$ cat src/rtl/if_pkg.sv
// Shared definitions for the instruction-fetch stage.
//   fetch_state_t : fetch FSM states (request, wait, drop, hold)
//   DEF_RESET_PC  : default PC after reset
//   DEF_PC_STEP   : default sequential PC increment in bytes
//   NOP_INSTR     : instruction value presented by an empty IF/ID register
package if_pkg;

  typedef enum logic [1:0] {
    ST_REQ  = 2'd0,
    ST_WAIT = 2'd1,
    ST_DROP = 2'd2,
    ST_HOLD = 2'd3
  } fetch_state_t;

  localparam int unsigned DEF_RESET_PC = 0;
  localparam int unsigned DEF_PC_STEP  = 4;
  localparam int unsigned NOP_INSTR    = 0;

endpackage

$ cat src/rtl/if_skid_buf.sv
// One-entry {instr, npc} skid buffer between fetch and the IF/ID register.
// Ports:
//   clk, rst           : clock, asynchronous active-low reset
//   clear              : drop the held entry (redirect); wins over load/unload
//   load               : capture load_instr/load_npc, buffer becomes full
//   unload             : release the held entry, buffer becomes empty
//   load_instr/load_npc: entry being captured
//   full               : an entry is held
//   instr/npc          : held entry
module if_skid_buf
  import if_pkg::*;
#(
  parameter int DATA_W = 32,
  parameter int ADDR_W = 32
) (
  input  logic              clk,
  input  logic              rst,
  input  logic              clear,
  input  logic              load,
  input  logic              unload,
  input  logic [DATA_W-1:0] load_instr,
  input  logic [ADDR_W-1:0] load_npc,
  output logic              full,
  output logic [DATA_W-1:0] instr,
  output logic [ADDR_W-1:0] npc
);

  always_ff @(posedge clk or negedge rst) begin
    if (!rst) begin
      full <= 1'b0;
    end else if (clear) begin
      full <= 1'b0;
    end else if (load) begin
      full <= 1'b1;
    end else if (unload) begin
      full <= 1'b0;
    end
  end

  // Payload is only meaningful while full, so it carries no reset.
  always_ff @(posedge clk) begin
    if (load) begin
      instr <= load_instr;
      npc   <= load_npc;
    end
  end

endmodule

$ cat src/rtl/if_fetch_unit.sv
// Instruction-fetch stage: PC register, PC+step, redirect mux and IF/ID
// register, talking to a variable-latency instruction memory with a single
// outstanding req/gnt/rvalid transaction.
// Ports:
//   clk, rst             : clock, asynchronous active-low reset
//   ex_mem_pc_src/_npc   : redirect request and target (same-cycle effect)
//   id_stall             : decode cannot accept, IF/ID holds
//   imem_req/imem_addr   : fetch request and address
//   imem_gnt             : request accepted
//   imem_rvalid/_rdata   : response
//   id_valid/id_instr/id_npc : IF/ID register contents
// Optional feature (macro IF_FETCH_PERF_CNT_EN): adds saturating counters
//   perf_fetch_cnt (responses delivered) and perf_redirect_cnt (redirect cycles).
module if_fetch_unit
  import if_pkg::*;
#(
  parameter int          ADDR_W   = 32,
  parameter int          DATA_W   = 32,
  parameter int unsigned PC_STEP  = DEF_PC_STEP,
  parameter int unsigned RESET_PC = DEF_RESET_PC
) (
  input  logic              clk,
  input  logic              rst,
  input  logic              ex_mem_pc_src,
  input  logic [ADDR_W-1:0] ex_mem_npc,
  input  logic              id_stall,
  output logic              imem_req,
  output logic [ADDR_W-1:0] imem_addr,
  input  logic              imem_gnt,
  input  logic              imem_rvalid,
  input  logic [DATA_W-1:0] imem_rdata,
  output logic              id_valid,
  output logic [DATA_W-1:0] id_instr,
  output logic [ADDR_W-1:0] id_npc
`ifdef IF_FETCH_PERF_CNT_EN
  ,
  output logic [31:0]       perf_fetch_cnt,
  output logic [31:0]       perf_redirect_cnt
`endif
);

  fetch_state_t      state_q, state_d;
  logic [ADDR_W-1:0] pc_p0;
  logic [ADDR_W-1:0] fetch_npc_p0;
  logic              accept_gnt, resp, can_accept;
  logic              skid_load, skid_unload, skid_full;
  logic [DATA_W-1:0] skid_instr;
  logic [ADDR_W-1:0] skid_npc;

  // A redirect kills any grant or response arriving in the same cycle.
  assign accept_gnt  = (state_q == ST_REQ) && imem_gnt && !ex_mem_pc_src;
  assign resp        = (state_q == ST_WAIT) && imem_rvalid && !ex_mem_pc_src;
  assign can_accept  = !id_valid || !id_stall;
  assign skid_load   = resp && !can_accept;
  assign skid_unload = skid_full && !id_stall && !ex_mem_pc_src;

  // Redirect target is visible on the bus in the very cycle it is requested.
  assign imem_addr = ex_mem_pc_src ? ex_mem_npc : pc_p0;

  always_ff @(posedge clk or negedge rst) begin
    if (!rst) state_q <= ST_REQ;
    else      state_q <= state_d;
  end

  always_comb begin
    state_d = state_q;
    unique case (state_q)
      ST_REQ:  if (accept_gnt) state_d = ST_WAIT;
      ST_WAIT: begin
        if (ex_mem_pc_src) state_d = imem_rvalid ? ST_REQ : ST_DROP;
        else if (resp)     state_d = skid_load ? ST_HOLD : ST_REQ;
      end
      // A response landing with a fresh redirect closes the dropped
      // transaction, so there is nothing left to wait for.
      ST_DROP: begin
        if (imem_rvalid)        state_d = ST_REQ;
        else if (ex_mem_pc_src) state_d = ST_DROP;
      end
      ST_HOLD: if (ex_mem_pc_src || skid_unload) state_d = ST_REQ;
      default: state_d = ST_REQ;
    endcase
  end

  // Request is masked during reset even though the state already reads REQ.
  always_comb begin
    imem_req = rst && (state_q == ST_REQ);
  end

  // ---- fetch stage (p0): PC and captured next-PC of the outstanding fetch ----
  always_ff @(posedge clk or negedge rst) begin
    if (!rst) begin
      pc_p0 <= ADDR_W'(RESET_PC);
    end else if (ex_mem_pc_src) begin
      pc_p0 <= ex_mem_npc;
    end else if (accept_gnt) begin
      pc_p0 <= pc_p0 + ADDR_W'(PC_STEP);
    end
  end

  always_ff @(posedge clk) begin
    if (accept_gnt) fetch_npc_p0 <= pc_p0 + ADDR_W'(PC_STEP);
  end

  if_skid_buf #(
    .DATA_W(DATA_W),
    .ADDR_W(ADDR_W)
  ) u_skid (
    .clk       (clk),
    .rst       (rst),
    .clear     (ex_mem_pc_src),
    .load      (skid_load),
    .unload    (skid_unload),
    .load_instr(imem_rdata),
    .load_npc  (fetch_npc_p0),
    .full      (skid_full),
    .instr     (skid_instr),
    .npc       (skid_npc)
  );

  // ---- IF/ID register (p1): skid drains ahead of any new response ----
  always_ff @(posedge clk or negedge rst) begin
    if (!rst) begin
      id_valid <= 1'b0;
      id_instr <= DATA_W'(NOP_INSTR);
      id_npc   <= '0;
    end else if (ex_mem_pc_src) begin
      id_valid <= 1'b0;
    end else if (skid_unload) begin
      id_valid <= 1'b1;
      id_instr <= skid_instr;
      id_npc   <= skid_npc;
    end else if (resp && can_accept) begin
      id_valid <= 1'b1;
      id_instr <= imem_rdata;
      id_npc   <= fetch_npc_p0;
    end else if (!id_stall) begin
      id_valid <= 1'b0;
    end
  end

`ifdef IF_FETCH_PERF_CNT_EN
  function automatic logic [31:0] sat_inc(input logic [31:0] v);
    return (&v) ? v : v + 32'd1;
  endfunction

  always_ff @(posedge clk or negedge rst) begin
    if (!rst) begin
      perf_fetch_cnt    <= '0;
      perf_redirect_cnt <= '0;
    end else begin
      if (resp)          perf_fetch_cnt    <= sat_inc(perf_fetch_cnt);
      if (ex_mem_pc_src) perf_redirect_cnt <= sat_inc(perf_redirect_cnt);
    end
  end
`endif

endmodule

$ cat config.mk
export PLATFORM = sky130hd
export DESIGN_NAME = if_fetch_unit
export DESIGN_NICKNAME = d
export VERILOG_FILES = /design/src/rtl/if_pkg.sv /design/src/rtl/if_skid_buf.sv /design/src/rtl/if_fetch_unit.sv
export SDC_FILE = /design/constraint.sdc
export NUM_CORES = 1
export LEC_CHECK = 0
export BUFFER_PORTS_ARGS = -buffer_cell sky130_fd_sc_hd__buf_2
export CAP_MARGIN = 5
export CORE_UTILIZATION = 35
export DETAILED_ROUTE_END_ITERATION = 8
export GPL_ROUTABILITY_DRIVEN = 0
export PLACE_DENSITY = 0.64
export SKIP_LAST_GASP = 1
export SLEW_MARGIN = 40
export SYNTH_ARGS = -nofsm -noshare
export SYNTH_HDL_FRONTEND = slang
export SYNTH_SLANG_ARGS = --single-unit
$ cat constraint.sdc
create_clock -name clk -period 11.3 [get_ports clk]
set_clock_uncertainty 0.2 [all_clocks]
set_input_delay 1.13 -clock clk [delete_from_list [all_inputs] [get_ports clk]]
set_output_delay 1.13 -clock clk [all_outputs]
set_load 0.02 [all_outputs]
* Yosys cells after proc, flatten, opt, wreduce, memory -nomap -nowiden
Cells that the tools add are included.
** Cells by class
- Equal/unequal tests :: 8
- Multipliers :: 0
- Bitwise gates (word level) :: 1
- Reduce and logical (&&, ||, !) cells :: 21
- Div/mod/pow operators :: 0
- Magnitude comparators :: 0
- $add $sub $neg :: 1
- Shift-type cells :: 0
- Multiplexer cells :: 23
** Operators with widths (number)
- $mux W32 :: 7
- $add A32 B3 Y32 const B :: 1
- $mux W2 :: 8
- $logic_and A1 B1 Y1 :: 9
- $pmux W2 S4 :: 1
- $mux W1 :: 7
- $ne A3 B3 Y1 const B :: 2
- $eq A2 B2 Y1 const B :: 2
- $logic_not A1 Y1 :: 4
- $ne A2 B2 Y1 const B :: 2
- $ne A4 B2 Y1 const B :: 1
- $reduce_and A4 Y1 :: 1
- $reduce_bool A2 Y1 :: 2
- $reduce_bool A3 Y1 :: 1
- $eq A2 B1 Y1 const B :: 1
- $logic_not A2 Y1 :: 1
- $logic_or A1 B1 Y1 :: 2
- $reduce_and A2 Y1 :: 1
- $not A1 Y1 :: 1
** Word-level totals
- Logic and storage cells :: 63
- ROM bits :: 0
- Latch bits :: 0
- Output and inout bits :: 98
- Input bits :: 70
- Bits in registers :: 196
- Bits in writable memories :: 0
- Memories :: 0

* Logic depth before layout (Yosys ltp)
- Word-level depth :: 8
- Mapped depth :: 9
- Gate-level depth less buffers :: 6

* Hierarchy
A second synthesis with hierarchy kept.
** Unflattened totals
- Cells, all modules :: 747
- Area total of the unflattened synthesis :: 8775.9 um2
** By module, submodules not included
- if_fetch_unit :: sequential area each 3438.3 um2, instances 1, cells each 679, area an instance 6810.3 um2
- if_skid_buf :: sequential area each 1946.9 um2, instances 1, cells each 68, area an instance 1965.6 um2

* Worst setup path before layout
OpenSTA, ideal clock, no wires.
- Path kind :: input to register
- Start :: in ex_mem_pc_src
- End :: reg state_q[0]
- Buffers on the path :: 0
- Setup time :: 0.084 ns
- Arrival :: 4.645 ns
- Slack :: 6.371 ns
- Data required time :: 11.016 ns
- Stages on the path :: 4
- Cells stage by stage :: nand4bb_1 -> nor2_1 -> o21ai_0 -> a21oi_1
** Between the ends
- Word-level cells in the longest chain between the ends :: 7
- Elaborated cells between the ends (all ways) :: 15
- Those cells by class :: eq/ne: 4; mux: 4; reduce/logical: 7
** RTL lines
- start, declared :: RTL line if_fetch_unit.sv:24 : input logic ex_mem_pc_src,
- $logic_not A1 Y1 :: RTL line if_fetch_unit.sv:51, if_fetch_unit.sv:52, if_fetch_unit.sv:55
- $logic_and A1 B1 Y1 :: RTL line if_fetch_unit.sv:52 : assign resp = (state_q == ST_WAIT) && imem_rvalid && !ex_mem_pc_src;
- $logic_and A1 B1 Y1 :: RTL line if_fetch_unit.sv:54 : assign skid_load = resp && !can_accept;
- $mux W2 (2 in series) :: RTL line if_fetch_unit.sv:71 : else if (resp) state_d = skid_load ? ST_HOLD : ST_REQ;
- $mux W2 :: RTL line if_fetch_unit.sv:70 : if (ex_mem_pc_src) state_d = imem_rvalid ? ST_REQ : ST_DROP;
- $pmux W2 S4 :: RTL line if_fetch_unit.sv:67 : unique case (state_q)
- end signal, assigned :: RTL line if_fetch_unit.sv:62 : else state_q <= state_d;
- end, declared :: RTL line if_fetch_unit.sv:42 : fetch_state_t state_q, state_d;
Parallel ways exist; a longest one is shown, timed or not. The select of a mux whose other input is x is not followed.
A chain may end at the register's enable or synchronous reset.

* Final worst setup path
- Start :: in ex_mem_pc_src
- End :: out imem_addr[0]
** Between the ends
- Word-level cells in the longest chain between the ends :: 1
** RTL lines
- $mux W32 :: RTL line if_fetch_unit.sv:58 : assign imem_addr = ex_mem_pc_src ? ex_mem_npc : pc_p0;
- end, declared :: RTL line if_fetch_unit.sv:28 : output logic [ADDR_W-1:0] imem_addr,
Every way passes these cells.

==> out/qor.csv <==
metric;value;unit
status;complete, no violations;
start_kind;input port;
cp_cell_sequence;buf_2 > buf_4 > buf_12 > mux2_2 > buf_2;
finalCritPeriodShare;33.3;%
seq_area_frac_synth;62.8;%
dominantRegCellSynth;dfrtp_1;
maxSlewHeadroom;46.2;%
ys_types;47;
fmax;0.266;GHz
layoutNonFillerInstCount;1213;
synth_nets;797;
ir_drop;81.8;uV
cp_top_family;buffers and inverters;
core;0.0238;mm^2
power_density;183;mW/mm^2
cts.path.max_buffers;2;
yosysWarnings;0;
grt_overflow_total;0;
antenna_found_initial;1;
slew_viol_final;0;
placed_cells;1181;
cp_slowest_cell;mux2_2;
cp.depth;5;
combPwrFrac;18.8;%
endpoint_kind;output pin;
n_antenna_cell;0;
cp_max_fo;59;
rr_worst_depth;5;
cts_buffers;17;
postRouteAntennaNets;0;
drv_cap;0;
cts_setup_buffers;0;
cp_common_cell;buf_2;
clock_latency;0.43;ns
die_area;0.0251;mm^2
area_delta_synth_final;21.6;%
multiInputGateArea;0.00295;mm^2
power.switching;564;uW
yosys_register_bits;196;
grt_pass1_wl;28800;um
clock_sinks;196;
rsz0062_at_grt;no;
viasPerCell;4.68;
hpwl;13000;um
intPower;1.34;mW
fillers;2220;
grt_max_degree;70;
die_width;159;um
synth_edf_count;96;
regToRegEndpoint;state_q[0];
clk_pin_slew;0.06;ns
swShare;29.6;%
cts_resized;0;
seq_power_share;47.5;%
reg2reg_from;state_q[1];
ys_async_sr_fraction;51.0;%
htreeDepth;4;
path_class;in2out;
root_buffer;clkbuf_16;
first_pass_iters;4;
post_drt_wl_per_cell;15.3;um
route.detailed.drc;0;
drt-initial-drc-count;365;
rrSetupSlack;8.63;ns
start_util;36.1;%
path_buf_inv;4;
final_hold_viol_count;0;
hold_path.startpoint;fetch_npc_p0[0];
hold_path.class;reg2reg;
cp_slowest_stage_delay;0.40;ns
tightest_slew;0.807;ns
power_frac_clock;33.8;%
leakagePower;4.16;nW
vias;5671;
syn_area;0.00857;mm^2
first_global_vias;5413;
row_count;56;
cp.arrival;2.43;ns
num_io_pins;168;
io_buffers;167;
syn_inst;726;
cts_tree;built;
drive_gt1_share;26.3;%
setup_viol;0;
seqCellArea;0.00539;mm^2
syn_avg_cell_area;11.8;um^2
nets;952;
hold_buffers;0;
crit_end;imem_addr[0];
crit_start;ex_mem_pc_src;
critPathRequiredTime;9.97;ns
tns;0;ns
grt_usage;15.1;%
wl;18600;um
die_y;159;um
period_minus_slack;3.76;ns
[synth_stat cells (2+ instances only)]
library cell  number  share of area [%]
xnor2_1           50                5.1
nor4_1             5               0.36
o31a_1             2               0.20
nor4_2             3               0.44
o21ai_1            5               0.29
dfrtp_1          100                 29
and2_1             2               0.15
nand3_1           10               0.58
o21ai_0          113                6.6
buf_2             13               0.76
nand4_1           15                1.1
nor3b_1            3               0.26
mux2i_1           66                7.7
edfxtp_1          96                 34
clkbuf_1          21               0.92
nor2_1            25                1.1
buf_1              4               0.18
nor3_2             3               0.35
nor3_1             7               0.41
mux2_2             9                1.2
clkbuf_2           2               0.12
xor2_1             2               0.20
inv_1             25                1.1
a21oi_1            3               0.18
nor2b_1            4               0.29
a21o_1             3               0.26
nand2_1          115                5.0
[flip-flops by register name, summed over array words and instances, names as in the netlist]
signal        count
id_valid          1
pc_p0            32
id_npc           32
id_instr         32
state_q           2
fetch_npc_p0     32
u_skid.full       1
u_skid.npc       32
u_skid.instr     32
[per-stage QoR]
stage | hold slack [ns] | cell area, um^2 | power [mW] | util (%) | setup WS (ns)
floorplan | 0.226 | 8570 | 1.13 | - | 6.37
global placement | 0.237 | 9700 | 1.27 | 40.9 | 6.84
detailed placement | 0.242 | 9800 | 1.28 | 41.2 | 7.31
CTS | 0.258 | 10400 | 1.93 | 43.9 | 7.53
global route | 0.269 | 10400 | 2.00 | 43.9 | 7.45
finish | 0.254 | 10400 | 1.90 | 43.9 | 7.54
[logic make-up (layout without fill, tap and decap cells)]
group | Yosys count | after routing | synth area share (%)
AO/OA/AOI/OAI | 129 | 129 | 7.85
XOR/XNOR | 52 | 52 | 5.31
adder cells (fa/ha/maj) | 1 | 1 | 0.146
buffers and inverters | 66 | 234 | 3.20
flip-flops | 196 | 196 | 62.8
multiplexers | 75 | 75 | 8.89
AND/OR/NAND/NOR | 207 | 207 | 11.8
[power by group through the flow]
| stage | Clock, mW | Sequential (mW) | Combinational (mW) |
|---|---|---|---|
| floorplan | 0 | 0.998 | 0.129 |
| global placement | 0 | 0.918 | 0.353 |
| detailed placement | 0 | 0.921 | 0.362 |
| CTS | 0.661 | 0.906 | 0.363 |
| global route | 0.690 | 0.917 | 0.397 |
| finish | 0.644 | 0.904 | 0.357 |
[cells in the final DEF (no fill, tap or decap), drive strengths merged, types with 2 or more instances in the layout]
master	synthesis	routed
nor3b	4	4
nand2	115	115
nor4	9	9
nor2b	4	4
mux2	9	9
nor3	10	10
bufinv	0	3
a21oi	3	3
nand4	16	16
inv	25	30
nand3	11	11
and2	3	3
clkinv	0	2
edfxtp	96	96
a21o	3	3
o31a	2	2
clkinvlp	0	2
o21ai	118	118
clkbuf	23	20
xor2	2	2
dfrtp	100	100
buf	18	177
nor2	26	26
xnor2	50	50
mux2i	66	66
[layout make-up]
type	count	share of cell area, %
Tap cell	319	3.83
Clock inverter	12	1.58
Sequential cell	196	51.6
Timing Repair Buffer	177	9.29
Multi-Input combinational cell	464	28.3
Clock buffer	20	4.49
Inverter	25	0.900
[worst register-to-register path, stage by stage, from the launching register on]
cell	delay [ns]
dfrtp_1	0.47
nand4bb_1	0.32
nor2_4	0.57
buf_4	0.65
o21ai_0	0.23
a21oi_1	0.16
[routing by layer]
layer / GRT usage [%] / share of wire (%)
met1: 21.3 / 50
met2: 23.0 / 44
met3: 2.91 / 4.8
met4: 5.49 / 1.5
met5: 0 / 0.070
[worst min-delay path by stage]
stage	endpoint	slack (ns)	cells past startpoint
global route	u_skid.npc[11]	0.27	0
detailed placement	u_skid.npc[0]	0.24	0
floorplan	u_skid.npc[0]	0.23	0
finish	u_skid.npc[0]	0.25	0
CTS	u_skid.npc[0]	0.26	0
global placement	u_skid.npc[29]	0.24	0
Note: power is estimated with default switching activity, not from simulation.
